**src/rtl/vga_rx_pkg.sv**
```systemverilog
// Shared definitions for the VGA sync receiver: 640x480 timing constants,
// receiver state encoding and the CRC-16-CCITT parameters that the optional
// frame checksum (VGA_RX_CRC_EN) uses.
package vga_rx_pkg;

   // Horizontal timing in pixel ticks
   localparam int H_DISPLAY    = 640;
   localparam int H_FRONT      = 16;
   localparam int H_SYNC       = 96;
   localparam int H_BACK       = 48;
   localparam int H_TOTAL      = H_DISPLAY + H_FRONT + H_SYNC + H_BACK;
   localparam int H_SYNC_START = H_DISPLAY + H_FRONT;

   // Vertical timing in lines
   localparam int V_DISPLAY    = 480;
   localparam int V_FRONT      = 10;
   localparam int V_SYNC       = 2;
   localparam int V_BACK       = 33;
   localparam int V_TOTAL      = V_DISPLAY + V_FRONT + V_SYNC + V_BACK;
   localparam int V_SYNC_START = V_DISPLAY + V_FRONT;

   // Asserted level of the incoming hsync/vsync
   localparam logic SYNC_POL = 1'b1;

   localparam int COORD_W = 10;
   localparam int RGB_W   = 30;

   // HUNT: waiting for a frame reference; CHECK: one frame under test; LOCKED: verified
   typedef enum logic [1:0] {
      HUNT   = 2'd0,
      CHECK  = 2'd1,
      LOCKED = 2'd2
   } rx_state_e;

   // CRC-16-CCITT over 30-bit pixel words, MSB first
   localparam logic [15:0] CRC_POLY = 16'h1021;
   localparam logic [15:0] CRC_INIT = 16'hFFFF;

endpackage

```
**src/rtl/vga_rx_crc16.sv**
```systemverilog
// 30-bit-parallel CRC-16-CCITT accumulator. clear_i restarts from the init
// value; if enable_i is high in the same cycle the word is folded into the
// fresh seed, so the first pixel of a frame is never lost. Only used when
// the top is built with VGA_RX_CRC_EN.
module vga_rx_crc16
   import vga_rx_pkg::*;
(
   input  logic             clk_i,
   input  logic             rst_ni,
   input  logic             clear_i,
   input  logic             enable_i,
   input  logic [RGB_W-1:0] data_i,
   output logic [15:0]      crc_o
);

   logic [15:0] crc_q;
   logic [15:0] crc_d;
   logic [15:0] seed;

   // Serial CRC definition unrolled over all data bits, MSB first
   function automatic logic [15:0] crcStep(input logic [15:0] crcIn, input logic [RGB_W-1:0] data);
      logic [15:0] c;
      c = crcIn;
      for (int i = RGB_W - 1; i >= 0; i--) begin
         if (c[15] ^ data[i]) c = {c[14:0], 1'b0} ^ CRC_POLY;
         else                 c = {c[14:0], 1'b0};
      end
      return c;
   endfunction

   // Pick the seed (fresh or running) and fold in the word when enabled
   always_comb begin
      seed  = clear_i ? CRC_INIT : crc_q;
      crc_d = enable_i ? crcStep(seed, data_i) : seed;
   end

   // Accumulator register, updated only when something happens
   always_ff @(posedge clk_i or negedge rst_ni) begin
      if (!rst_ni)                 crc_q <= CRC_INIT;
      else if (clear_i || enable_i) crc_q <= crc_d;
   end

   assign crc_o = crc_q;

endmodule

```
**src/rtl/vga_sync_receiver.sv**
```systemverilog
// VGA sync receiver: recovers pixel coordinates from incoming hsync/vsync
// edges, verifies line/frame timing, and emits coordinate-tagged active
// pixels once locked. x/y hold the coordinate of the most recent p_tick
// sample. Optional frame checksum outputs are enabled by VGA_RX_CRC_EN.
module vga_sync_receiver #(
   parameter int   H_DISPLAY = vga_rx_pkg::H_DISPLAY,
   parameter int   H_FRONT   = vga_rx_pkg::H_FRONT,
   parameter int   H_SYNC    = vga_rx_pkg::H_SYNC,
   parameter int   H_BACK    = vga_rx_pkg::H_BACK,
   parameter int   V_DISPLAY = vga_rx_pkg::V_DISPLAY,
   parameter int   V_FRONT   = vga_rx_pkg::V_FRONT,
   parameter int   V_SYNC    = vga_rx_pkg::V_SYNC,
   parameter int   V_BACK    = vga_rx_pkg::V_BACK,
   parameter logic SYNC_POL  = vga_rx_pkg::SYNC_POL
) (
   input  logic        clk_50MHz,
   input  logic        reset_n,
   input  logic        p_tick,
   input  logic        hsync,
   input  logic        vsync,
   input  logic [29:0] rgb_in,
   output logic        locked,
   output logic [9:0]  x,
   output logic [9:0]  y,
   output logic        pix_valid,
   output logic [29:0] pix_rgb,
   output logic        frame_start,
   output logic        sync_err
`ifdef VGA_RX_CRC_EN
   ,
   output logic [15:0] frame_crc,
   output logic        crc_valid
`endif
);
   import vga_rx_pkg::*;

   localparam logic [9:0] XLast  = 10'(H_DISPLAY + H_FRONT + H_SYNC + H_BACK - 1);
   localparam logic [9:0] YLast  = 10'(V_DISPLAY + V_FRONT + V_SYNC + V_BACK - 1);
   localparam logic [9:0] XSync  = 10'(H_DISPLAY + H_FRONT);
   localparam logic [9:0] YSync  = 10'(V_DISPLAY + V_FRONT);
   localparam logic [9:0] XActive = 10'(H_DISPLAY);
   localparam logic [9:0] YActive = 10'(V_DISPLAY);

   rx_state_e   state_q, state_d;
   logic [9:0]  x_q, x_d, y_q, y_d;
   logic        hs_q, vs_q;
   logic [29:0] rgb_q;
   logic        locked_q, pixValid_q, frameStart_q, syncErr_q;

   logic        hsEdge, vsEdge, hsBad, vsBad, violation;
   logic [9:0]  xRun, yRun;
   logic        lockNext, activeNext, originNext;

   // Next coordinate, edge checks and state decision for the current sample
   always_comb begin
      hsEdge = (hsync == SYNC_POL) && (hs_q != SYNC_POL);
      vsEdge = (vsync == SYNC_POL) && (vs_q != SYNC_POL);
      xRun   = (x_q == XLast) ? '0 : x_q + 10'd1;
      if (x_q == XLast) yRun = (y_q == YLast) ? '0 : y_q + 10'd1;
      else              yRun = y_q;
      hsBad  = hsEdge != (xRun == XSync);
      vsBad  = vsEdge != ((xRun == '0) && (yRun == YSync));

      state_d   = state_q;
      x_d       = xRun;
      y_d       = yRun;
      violation = 1'b0;
      case (state_q)
         HUNT: begin
            if (vsEdge) begin
               x_d     = '0;
               y_d     = YSync;
               state_d = CHECK;
            end else if (hsEdge) begin
               x_d = XSync;
            end
         end
         default: begin
            if (hsBad || vsBad) begin
               violation = 1'b1;
               state_d   = HUNT;
               if (hsEdge) x_d = XSync;
               if (vsEdge) begin
                  x_d = '0;
                  y_d = YSync;
               end
            end else if (vsEdge) begin
               state_d = LOCKED;
            end
         end
      endcase

      lockNext   = (state_d == LOCKED);
      activeNext = lockNext && (x_d < XActive) && (y_d < YActive);
      originNext = lockNext && (x_d == '0) && (y_d == '0);
   end

   // Receiver FSM, counters and registered outputs; pulses last one clock
   always_ff @(posedge clk_50MHz or negedge reset_n) begin
      if (!reset_n) begin
         state_q      <= HUNT;
         x_q          <= '0;
         y_q          <= '0;
         hs_q         <= ~SYNC_POL;
         vs_q         <= ~SYNC_POL;
         rgb_q        <= '0;
         locked_q     <= 1'b0;
         pixValid_q   <= 1'b0;
         frameStart_q <= 1'b0;
         syncErr_q    <= 1'b0;
      end else if (p_tick) begin
         state_q      <= state_d;
         x_q          <= x_d;
         y_q          <= y_d;
         hs_q         <= hsync;
         vs_q         <= vsync;
         rgb_q        <= rgb_in;
         locked_q     <= lockNext;
         pixValid_q   <= activeNext;
         frameStart_q <= originNext;
         syncErr_q    <= violation;
      end else begin
         pixValid_q   <= 1'b0;
         frameStart_q <= 1'b0;
         syncErr_q    <= 1'b0;
      end
   end

   assign locked      = locked_q;
   assign x           = x_q;
   assign y           = y_q;
   assign pix_valid   = pixValid_q;
   assign pix_rgb     = rgb_q;
   assign frame_start = frameStart_q;
   assign sync_err    = syncErr_q;

`ifdef VGA_RX_CRC_EN
   logic [15:0] crcRun;
   logic        frameOpen_q;
   logic [15:0] frameCrc_q;
   logic        crcValid_q;

   vga_rx_crc16 uCrc (
      .clk_i    (clk_50MHz),
      .rst_ni   (reset_n),
      .clear_i  (p_tick && originNext),
      .enable_i (p_tick && activeNext),
      .data_i   (rgb_in),
      .crc_o    (crcRun)
   );

   // Publish the checksum of a frame that stayed locked from its first pixel
   always_ff @(posedge clk_50MHz or negedge reset_n) begin
      if (!reset_n) begin
         frameOpen_q <= 1'b0;
         frameCrc_q  <= '0;
         crcValid_q  <= 1'b0;
      end else begin
         crcValid_q <= 1'b0;
         if (p_tick) begin
            if (lockNext && (state_q == LOCKED) && vsEdge && frameOpen_q) begin
               frameCrc_q <= crcRun;
               crcValid_q <= 1'b1;
            end
            if (!lockNext)       frameOpen_q <= 1'b0;
            else if (originNext) frameOpen_q <= 1'b1;
         end
      end
   end

   assign frame_crc = frameCrc_q;
   assign crc_valid = crcValid_q;
`endif

endmodule

```
**config.mk**
```make
export PLATFORM = sky130hd
export DESIGN_NAME = vga_sync_receiver
export DESIGN_NICKNAME = d
export VERILOG_FILES = /design/src/rtl/vga_rx_pkg.sv /design/src/rtl/vga_rx_crc16.sv /design/src/rtl/vga_sync_receiver.sv
export SDC_FILE = /design/constraint.sdc
export NUM_CORES = 1
export LEC_CHECK = 0
export CAP_MARGIN = 10
export CORE_ASPECT_RATIO = 1.5
export CORE_MARGIN = 2
export CORE_UTILIZATION = 50
export DETAILED_ROUTE_END_ITERATION = 10
export PLACE_DENSITY = 0.82
export SYNTH_ARGS = -nofsm -noshare
export SYNTH_HDL_FRONTEND = slang
export SYNTH_SLANG_ARGS = --single-unit
export TNS_END_PERCENT = 50
```
**constraint.sdc**
```tcl
create_clock -name clk_50MHz -period 5.6 [get_ports clk_50MHz]
set_input_delay 0.84 -clock clk_50MHz [delete_from_list [all_inputs] [get_ports clk_50MHz]]
set_output_delay 0.84 -clock clk_50MHz [all_outputs]
set_load 0.01 [all_outputs]
```
==> results.toml <==
[yosys]
synthCells = 324
synth_top_flop_cell = "dfrtp_1"
synth-seq-cells = 58
seq_area_frac_synth_pct = 44.0
yosys_warnings = 0
async_reset_ff_share_pct = 100
synth_enable_flop_cells = 0
synth_area_mm2 = 0.00330
syn-num-nets = 362
syn_area_per_cell_um2 = 10.2
netlist-cell-type-count = 65

[global_routing]
antenna_found_initial = 0
grt_pass1_vias = 3016
grt_pass1_wl_mm = 14.5
track_usage_pct = 25.1
grt_overflow = 0
grt_max_degree = 59

[power]
pwr-share-comb_pct = 25.0
ir_worst_vdd_mv = 0.203
seqPwrFrac_pct = 46.5
sw_frac_of_total_pct = 30.3
power_uw = 1100
leakage_uw = 0.00168
power_frac_clock_pct = 28.5
p_switching_uw = 334
power_density_mw_per_mm2 = 254
p_int_uw = 770

[floorplanning]
ioPinCount = 89
coreArea_mm2 = 0.00644
rows = 36
die_area_mm2 = 0.00728
die-height_um = 104
initial_core_util_pct = 51.2
dieWidth_um = 70.3

[place]
dp_hpwl_mm = 6.36
globalplace.congestion = 0.945
dp_cells = 468
portBuffers = 88

[worst_setup_path]
critPathArrivalTime_ps = 4490
start_kind = "register"
endpoint_kind = "register"
reg2regPathDepth = 9
worstSetupPathType = "reg2reg"
slowest_delay_ps = 870
crit_slowest_cell = "a21oi_1"
r2r_start = "x[0]"
cp.required_ps = 5840
crit_fanout = 13
reg2reg_slack_ps = 1340
cp_cell_sequence = "ha_1 -> nand4_1 -> or3_4 -> a221oi_2 -> nor4_1 -> mux2_2 -> a21oi_1 -> nor2_1 -> a221o_1"
r2r-end = "x[5]"

[drt]
wl_per_cell_um = 18.3
num_vias = 3001
drtAntennaViolNets = 0
drtIter0Drc = 225
firstDrtPassIters = 5
routed_wl_mm = 8.82
viasPerCell = 6.21
drc_errors = 0

[clocking]
ctsHoldBuffers = 0
cts.clk_slew.worst_paths_ps = 70
post_cts_buffers = 0
h-tree-depth = 3
ctsRootBufferMaster = "clkbuf_8"
cts_sinks = 58
cts-resized-gates = 0
clock_latency_ps = 350
cts_buffer_depth = 2
cts_tree = "built"
cts_buffers = 9

[final_layout]
multi_input_area_mm2 = 0.00171
final_net_count = 441
fin_cells = 483
final-seq-area_mm2 = 0.00145
areaGrowthSynthToFinish_pct = 31.5
drive_gt1_share_pct = 16.0
num-fill-cells = 528
diodes = 0

[sta]
hold_violations = 0
setup_viol = 0
finClkSkew_ps = 13.9
timing.hold.ws_ps = 487
rsz0062_at_grt = "no"
setup_tns_ps = 0
fin_crit_ps = 4260
max_freq_ghz = 0.235
slew_headroom_pct = 27.4
slew_viol_final = 0
tightest_slew_ps = 1090
period_share_pct = 76.0

[job]
drv_cap = 0

[min_path]
hold_class = "reg2reg"
holdPathEnd = "locked"
worst_hold_startpoint = "locked"
min_path_cells = 1

[outcome]
status = "finished, final reports clean"
## critical path, delay by kind of cell (launching register included)
kind,cells,cell delay [ps]
muxes,1,350
and+or+nand+nor,4,1350
DFF,1,490
AOI/OAI and AO/OA,3,1630
adders and majority gates,1,320
## flip-flops by register name (all words and copies together) (netlist names)
signal / count
state_q: 2
frame_start: 1
pix_valid: 1
sync_err: 1
hs_q: 1
y: 10
vs_q: 1
pix_rgb: 30
locked: 1
x: 10
## layout by cell type (no fill, tap or decap), types with 3 or more instances in the layout
| master | count |
|---|---|
| xnor2_1 | 4 |
| inv_1 | 11 |
| o31a_1 | 3 |
| a21o_1 | 5 |
| dfrtp_1 | 58 |
| xor2_1 | 3 |
| and4b_1 | 3 |
| nand2_1 | 16 |
| or3_1 | 4 |
| clkbuf_8 | 9 |
| nand3_1 | 14 |
| nor2b_1 | 5 |
| nor3_1 | 10 |
| or4_1 | 3 |
| o21ai_0 | 16 |
| a31oi_1 | 3 |
| nor2_1 | 22 |
| nor4_1 | 5 |
| mux2_2 | 33 |
| a22o_1 | 4 |
| nand4_1 | 8 |
| clkdlybuf4s50_1 | 86 |
| and3_1 | 3 |
| a21oi_1 | 9 |
| o22ai_1 | 3 |
| ha_1 | 3 |
| o31ai_1 | 6 |
| clkbuf_1 | 3 |
| buf_4 | 3 |
## metal layers
metal  GRT usage (%)  vias to the layer above  wire length [um]
met2            43.3                      142              4690
met4            14.4                        0               333
met3            7.68                       32               605
met5               0                        -                 0
li1                -                     1365                 -
met1            26.5                     1462              3190
## Yosys cell counts, types with 4 or more instances
master,n,share of area (%)
a21o_1,5,1.1
a21oi_1,9,1.4
a22o_1,4,1.1
buf_2,4,0.61
clkbuf_1,17,1.9
dfrtp_1,58,44
inv_1,11,1.3
mux2_2,33,11
nand2_1,16,1.8
nand3_1,14,2.1
nand4_1,8,1.5
nor2_1,22,2.5
nor2b_1,5,0.95
nor3_1,10,1.5
nor4_1,5,0.95
o21ai_0,16,2.4
o31ai_1,6,1.4
or3_1,4,0.76
xnor2_1,4,1.1
## power groups by stage
stage	Combinational, uW	Sequential [uW]	Clock (uW)
floorplan	133	516	0
global placement	270	517	0
detailed placement	274	520	0
CTS	275	513	328
global route	294	521	343
finish	276	514	315
## metrics by stage
stage / setup WS, ps / util, % / area, um^2
after detailed placement: 1460 / 65.0 / 4190
after floorplan: 2400 / - / 3300
after CTS: 1450 / 67.4 / 4340
after global placement: 1690 / 65.0 / 4190
after global routing: 1120 / 67.4 / 4340
final: 1340 / 67.4 / 4340
## area by class of cell
type,count,area share (%)
clock buffers,12,3.11
clock inverters,3,0.404
inverters,11,0.952
multi-input cells,232,39.3
flip-flops and latches,58,33.4
well taps,76,2.19
repair buffers,91,20.6
## how the worst max path moves through the flow
stage	from	endpoint	slack, ps	cells after the start
after floorplan	x[0]	x[5]	2400	10
after global placement	x[0]	x[5]	1690	9
after detailed placement	x[0]	x[5]	1460	9
after CTS	x[0]	x[5]	1450	9
after global routing	x[0]	x[5]	1120	9
final	x[0]	x[5]	1340	9
## cell families after synthesis
family                   Yosys count  share of synthesized area (%)
buffers and inverters             34                           4.36
XOR/XNOR                           8                           2.35
flip-flops                        58                           44.0
adder cells (fa/ha/maj)            3                           1.14
AND/OR/NAND/NOR                  112                           19.9
AO/OA/AOI/OAI                     74                           16.4
multiplexers                      35                           11.9
(Power assumes the default switching activity.)
